===== src/rtl/passive_arming_ctrl.sv =====
// Timed arm / entry-delay / alarm sequencer for the passive-security datapath.
// Optional lights-left-on chime and arm inhibit: define PASSIVE_LIGHTS_WARN_EN.
module passive_arming_ctrl #(
  parameter int ARM_DELAY   = 16,
  parameter int ENTRY_DELAY = 8,
  parameter int ALARM_TIME  = 32,
  parameter int CNT_W       = 8
) (
  input  logic       clk,
  input  logic       reset_n,
  input  logic       IgnitionSignalOn,
  input  logic       OpenDoorSign,
  input  logic       CarLightsOnSign,
  input  logic       PassiveSignal,
  input  logic       DisarmReq,
  output logic       Armed,
  output logic       ArmPending,
  output logic       EntryWarn,
  output logic       Siren,
  output logic       LightsWarn,
  output logic [2:0] State
);

  typedef enum logic [2:0] {
    S_DISARMED = 3'd0,
    S_ARMING   = 3'd1,
    S_ARMED    = 3'd2,
    S_ENTRY    = 3'd3,
    S_ALARM    = 3'd4
  } state_t;

  localparam logic [CNT_W-1:0] ARM_LOAD   = CNT_W'(ARM_DELAY - 1);
  localparam logic [CNT_W-1:0] ENTRY_LOAD = CNT_W'(ENTRY_DELAY - 1);
  localparam logic [CNT_W-1:0] ALARM_LOAD = CNT_W'(ALARM_TIME - 1);

  state_t           r_state;
  state_t           w_nextState;
  logic [CNT_W-1:0] r_cnt;
  logic [CNT_W-1:0] w_nextCnt;
  logic             r_trigQ;
  logic             w_anyOpen;
  logic             w_idle;
  logic             w_trig;
  logic             w_armBlock;
  logic             w_cntZero;
  logic             w_unused;

  assign w_anyOpen = OpenDoorSign | IgnitionSignalOn;
  assign w_idle    = ~w_anyOpen;
  assign w_trig    = w_anyOpen & ~r_trigQ;
  assign w_cntZero = (r_cnt == '0);

`ifdef PASSIVE_LIGHTS_WARN_EN
  logic r_passiveQ;

  assign w_armBlock = PassiveSignal;
  assign w_unused   = CarLightsOnSign;

  always_ff @(posedge clk or negedge reset_n) begin
    if (!reset_n) r_passiveQ <= 1'b0;
    else          r_passiveQ <= PassiveSignal;
  end

  assign LightsWarn = r_passiveQ & ~Armed;
`else
  assign w_armBlock = 1'b0;
  assign w_unused   = CarLightsOnSign ^ PassiveSignal;
  assign LightsWarn = 1'b0;
`endif

  // trig_q tracks door/ignition in every state so arming never sees a stale edge.
  always_ff @(posedge clk or negedge reset_n) begin
    if (!reset_n) begin
      r_state <= S_DISARMED;
      r_cnt   <= '0;
      r_trigQ <= 1'b0;
    end else begin
      r_state <= w_nextState;
      r_cnt   <= w_nextCnt;
      r_trigQ <= w_anyOpen;
    end
  end

  always_comb begin
    w_nextState = r_state;
    w_nextCnt   = r_cnt;
    if (DisarmReq) begin
      w_nextState = S_DISARMED;
      w_nextCnt   = '0;
    end else begin
      case (r_state)
        S_DISARMED: begin
          if (w_idle && !w_armBlock) begin
            w_nextState = S_ARMING;
            w_nextCnt   = ARM_LOAD;
          end
        end
        S_ARMING: begin
          if (!w_idle || w_armBlock) begin
            w_nextState = S_DISARMED;
            w_nextCnt   = '0;
          end else if (w_cntZero) begin
            w_nextState = S_ARMED;
          end else begin
            w_nextCnt = r_cnt - CNT_W'(1);
          end
        end
        S_ARMED: begin
          if (w_trig) begin
            w_nextState = S_ENTRY;
            w_nextCnt   = ENTRY_LOAD;
          end
        end
        S_ENTRY: begin
          if (w_cntZero) begin
            w_nextState = S_ALARM;
            w_nextCnt   = ALARM_LOAD;
          end else begin
            w_nextCnt = r_cnt - CNT_W'(1);
          end
        end
        S_ALARM: begin
          if (w_cntZero) begin
            w_nextState = S_ARMED;
          end else begin
            w_nextCnt = r_cnt - CNT_W'(1);
          end
        end
        default: begin
          w_nextState = S_DISARMED;
          w_nextCnt   = '0;
        end
      endcase
    end
  end

  assign Armed      = (r_state == S_ARMED) || (r_state == S_ENTRY) || (r_state == S_ALARM);
  assign ArmPending = (r_state == S_ARMING);
  assign EntryWarn  = (r_state == S_ENTRY);
  assign Siren      = (r_state == S_ALARM);
  assign State      = r_state;

endmodule


===== config.mk =====
export PLATFORM = sky130hd
export DESIGN_NAME = passive_arming_ctrl
export DESIGN_NICKNAME = d
export VERILOG_FILES = /design/src/rtl/passive_arming_ctrl.sv
export SDC_FILE = /design/constraint.sdc
export NUM_CORES = 1
export LEC_CHECK = 0
export ABC_CLOCK_PERIOD_IN_PS = 4100
export BUFFER_PORTS_ARGS = -buffer_cell sky130_fd_sc_hd__buf_2
export CAP_MARGIN = 30
export CORE_UTILIZATION = 55
export DETAILED_ROUTE_END_ITERATION = 8
export GPL_TIMING_DRIVEN = 0
export PLACE_DENSITY_LB_ADDON = 0.2
export SLEW_MARGIN = 20
export SYNTH_ARGS = -nofsm -noshare
export SYNTH_HDL_FRONTEND = slang
export SYNTH_SLANG_ARGS = --single-unit
export TNS_END_PERCENT = 1

===== constraint.sdc =====
create_clock -name clk -period 4.1 [get_ports clk]
set_input_delay 0.41 -clock clk [delete_from_list [all_inputs] [get_ports clk]]
set_output_delay 0.41 -clock clk [all_outputs]
set_load 0.005 [all_outputs]

# After elaboration in Yosys (flattened, before gate mapping)

Cells that the tools add are included.
W data, S select, Z words.

Bits in registers: 12
Word-level logic and storage cells: 34
Input bits: 7
Output and inout bits: 8

Add/subtract/negate cells: 1
Reductions and logical operators: 6
Multiplexer cells: 14
Eq/ne operators: 7
Bitwise logic cells: 3

Operators with widths:

| cell                  | count |
|---|---|
| $mux W8               | 6 |
| $pmux W8 S5           | 1 |
| $mux W3               | 6 |
| $pmux W3 S5           | 1 |
| $logic_not A8 Y1      | 1 |
| $sub A8 B1 Y8 const B | 1 |
| $eq A3 B2 Y1 const B  | 2 |
| $ne A3 B3 Y1 const B  | 2 |
| $eq A3 B1 Y1 const B  | 1 |
| $eq A3 B3 Y1 const B  | 1 |
| $logic_not A3 Y1      | 1 |
| $ne A3 B2 Y1 const B  | 1 |
| $reduce_and A3 Y1     | 1 |
| $logic_or A1 B1 Y1    | 2 |
| $reduce_and A2 Y1     | 1 |
| $and A1 B1 Y1         | 1 |
| $not A1 Y1            | 1 |
| $or A1 B1 Y1          | 1 |

# Depth between registers and ports, before layout

Depth after elaboration: 5
Depth in mapped cells: 10
Mapped depth without buffers: 9

# Least setup slack after synthesis

OpenSTA, ideal clock, no wires.

Path type: reg-to-reg
Start: register r_cnt[0]
End: register r_cnt[0]
Slack: 2.201 ns
Setup time: 0.125 ns
Period minus slack after synthesis: 1.899 ns
Cell stages (with the launch flop): 10
Arrival time: 1.774 ns
Path buffers: 1
Data required time: 3.975 ns
Path through: dfrtp_1 > inv_1 > ha_1 > nor3b_1 > and2_1 > buf_6 > inv_1 > ha_1 > a32oi_1 > o22ai_1

Word-level cells in the longest chain between the ends: 5
Elaborated cells between the ends (all ways): 7
Classes of those cells: add/sub (1); mux (5); reduce/logical (1)

Ends and longest elaborated chain:

| what                                                     | RTL line | source |
|---|---|---|
| start: declaration                                       | 38       | `logic [CNT_W-1:0] r_cnt;` |
| start signal: assignment                                 | 79       | `r_cnt <= w_nextCnt;` |
| $sub A8 B1 Y8 / $logic_not A8 Y1 (equally long branches) | --       |  |
| $mux W8                                                  | 102, 123 |  |
| $mux W8                                                  | 99       | `if (!w_idle \|\| w_armBlock) begin` |
| $pmux W8 S5 (*)                                          | 91       | `case (r_state)` |
| $mux W8 (*)                                              | 87       | `if (DisarmReq) begin` |

Mark *: on every way between the ends. The rest lies on a longest branch, timed or not.
A chain may end at the register's enable or synchronous reset.

# Worst setup path in the final report

Same ends and word-level chain as after synthesis.

==> results.py <==
metrics = {
    "sta": {
        "fin_crit_sh_pct": 53.0,
        "finalHoldViolations": 12,
        "rsz0062_at_grt": "false",
        "holdWs_ns": -0.00732,
        "fin_skew_ns": 0.000574,
        "fmax_mhz": 460,
        "fin_crit_ns": 2.17,
        "slew_viol_final": 0,
        "finalSetupTns_ns": 0,
        "finalSetupViolCount": 0,
        "worst_pin_slew_ns": 0.666,
        "timing.slew.headroom_pct": 55.5,
    },
    "worst_setup_path": {
        "slowest_stage": "dfrtp_1",
        "r2r-start": "r_cnt[0]",
        "cp_cell_sequence": "inv_1 > ha_1 > nor3b_1 > and2_1 > buf_6 > inv_1 > ha_1 > a32oi_1 > o22ai_1",
        "cp.required_ns": 4.26,
        "cp-startpoint": "r_cnt[0]",
        "start_kind": "register",
        "cp_data_arrival_time_ns": 2.34,
        "worstSetupPathType": "reg2reg",
        "slowest_delay_ns": 0.41,
        "crit_path_end_kind": "register",
        "crit_fanout": 8,
    },
    "synthesis": {
        "synth.avg_cell_area_sq_um": 9.37,
        "yosysUniqueCellTypes": 48,
        "yosys_warnings": 0,
        "synth-edff-count": 0,
        "syn_nets": 116,
        "ys_ff_latch": 12,
        "syn_area_sq_um": 993,
        "async_flop_share_pct": 100,
        "yosysSeqAreaShare_pct": 30.2,
        "synthCells": 106,
        "synthFlopType": "dfrtp_1",
    },
    "detailed_routing": {
        "avgRoutedWirePerCell_microns": 16.5,
        "firstDrtPassIters": 4,
        "drc": 0,
        "routed_wl_mm": 2.40,
        "ant_nets": 0,
        "viasPerCell": 6.26,
        "drt_iter0_drc": 44,
        "vias": 907,
    },
    "final_layout": {
        "final_nets": 132,
        "final_area_sq_mm": 0.00111,
        "layout-drive-gt1-share_pct": 28.1,
        "num_antenna_cells": 0,
        "area_growth_pct": 12.2,
    },
    "global_routing": {
        "overflow": 0,
        "grt_max_degree": 13,
        "grt_pass1_vias": 868,
        "grt_first_pass_wirelength_mm": 4.01,
        "antenna_found_initial": 0,
        "track_usage_pct": 28.3,
    },
    "clock_tree": {
        "cts_resized": 0,
        "cts_buffers": 3,
        "path_clk_slew_ns": 0.08,
        "root_buffer": "clkbuf_4",
        "postCtsSetupBuffers": 0,
        "clk_latency_ns": 0.28,
        "cts_hold_buf": 0,
        "cts_sinks": 12,
        "h-tree-depth": 1,
        "clk_path_buf_depth": 2,
        "cts_tree": "yes",
    },
    "power": {
        "clkPwrFrac_pct": 25.7,
        "power_frac_comb_pct": 35.7,
        "p_int_mw": 0.245,
        "p_sw_share_pct": 35.8,
        "p_leak_nw": 0.495,
        "pwr-share-seq_pct": 38.6,
        "max-vdd-ir-drop_v": 0.000258,
        "powerDensity_mw_per_mm2": 342,
        "power.switching_mw": 0.136,
    },
    "die": {
        "core_area_sq_mm": 0.00159,
        "die_h_microns": 44.5,
        "dieArea_sq_mm": 0.00198,
        "io_pins": 15,
        "die_width_microns": 44.5,
        "row_count": 14,
        "initial_core_util_pct": 62.3,
    },
    "flow_run": {
        "maxCapViolCount": 0,
    },
    "status": {
        "status": "complete, but fails checks",
        "violations": "hold timing",
    },
    "min_path": {
        "hold_class": "in2async",
    },
    "place": {
        "hpwlAfterDp_mm": 1.76,
        "numPortBuffers": 11,
        "place_congestion": 0.861,
        "dpl_cell_area_sq_mm": 0.00108,
    },
}
==> stage by stage <==
step | util (%) | total power [mW] | std cells | setup slack, ns
CTS | 69.9 | 0.379 | 145 | 1.96
floorplan | - | 0.249 | 106 | 2.20
global placement | 67.7 | 0.276 | 141 | 1.99
finish | 69.9 | 0.381 | 145 | 1.93
global route | 69.9 | 0.403 | 145 | 1.78
detailed placement | 67.7 | 0.282 | 141 | 1.96
==> cells in the final DEF, fill, tap and decap left out, types with 2 or more instances in the layout <==
master    instances
nor2_1            9
buf_2            11
a211oi_1          2
nand4_1           2
clkbuf_8          2
clkbuf_4          3
buf_6             3
dfrtp_1          12
mux2i_1           2
inv_1             7
nand2b_1          2
o22ai_1           3
or3_1             3
buf_4             2
a21boi_0          2
nor4_1            2
xor2_1            2
o211ai_1          2
o21a_1            2
ha_1              3
a211oi_2          2
nand2_1           3
o21ai_0           8
a21oi_1           6
==> final cells by class <==
type	count	area [sq um]
multi-input combinational	80	596
fill	124	479
sequential	12	300
buffer	7	71.3
timing repair buffer	11	55.1
clock buffer	4	36.3
tap	24	30.0
inverter	7	26.3
==> path summary, 6_finish.rpt <==
path	endpoint	slack [ns]	depth (start not counted)
min	r_cnt[7]	-0.007	1
min reg2reg	r_cnt[4]	0.62	1
min in group clk	r_trigQ	0.46	2
max in group asynchronous	r_cnt[2]	3.89	1
max reg2reg	r_cnt[0]	1.93	9
max	r_cnt[0]	1.93	9
==> cells by family (layout without fill, tap and decap cells) <==
family / Yosys count / after routing / synth area share, %
muxes: 2 / 2 / 2.02
DFF: 12 / 12 / 30.2
AOI/OAI and AO/OA: 37 / 37 / 28.0
adders and majority gates: 3 / 3 / 3.78
buffers and inverters: 14 / 29 / 9.82
xor gates and xnor gates: 2 / 2 / 1.76
other: 1 / 1 / 0.377
and+or+nand+nor: 35 / 35 / 24.1
==> flip-flops by register name, indices dropped and copies added (netlist names) <==
signal and cells:
r_cnt 8, State 3, r_trigQ 1
==> worst max-delay path: cells and delay by family (launching register included) <==
kind	cells	cell delay, ns
adders and majority gates	2	0.43
and+or+nand+nor	2	0.55
AOI/OAI and AO/OA	2	0.31
buffers and inverters	3	0.35
DFF	1	0.41
==> cells in the mapped netlist (all sizes together) (2+ instances only) <==
master,n,area [sq um]
dfrtp,12,300
nor2,9,33.8
o21ai,8,40.0
inv,7,26.3
a21oi,6,30.0
buf,5,48.8
a211oi,4,40.0
or3,4,26.3
ha,3,37.5
nand2,3,11.3
nor4,3,33.8
o22ai,3,18.8
a21boi,2,15.0
mux2i,2,20.0
nand2b,2,12.5
nand4,2,12.5
nor3,2,21.3
o211ai,2,15.0
o21a,2,15.0
o21ba,2,26.3
or4b,2,23.8
xor2,2,17.5
==> per-layer routing <==
metal	vias to the layer above	wire, microns	GRT usage [%]
li1	429	-	-
met1	441	1060	38.0
met2	32	1170	45.9
met3	5	139	3.67
met4	0	35	11.5
met5	-	0	0
==> power by group through the flow <==
stage	sequential [mW]	combinational, mW	clock [mW]
after floorplan	0.145	0.104	0
after global placement	0.148	0.129	0
after detailed placement	0.149	0.134	0
after CTS	0.146	0.134	0.0986
after global routing	0.149	0.151	0.103
final	0.147	0.136	0.0981
No activity file was read; power rests on OpenSTA's default activity.
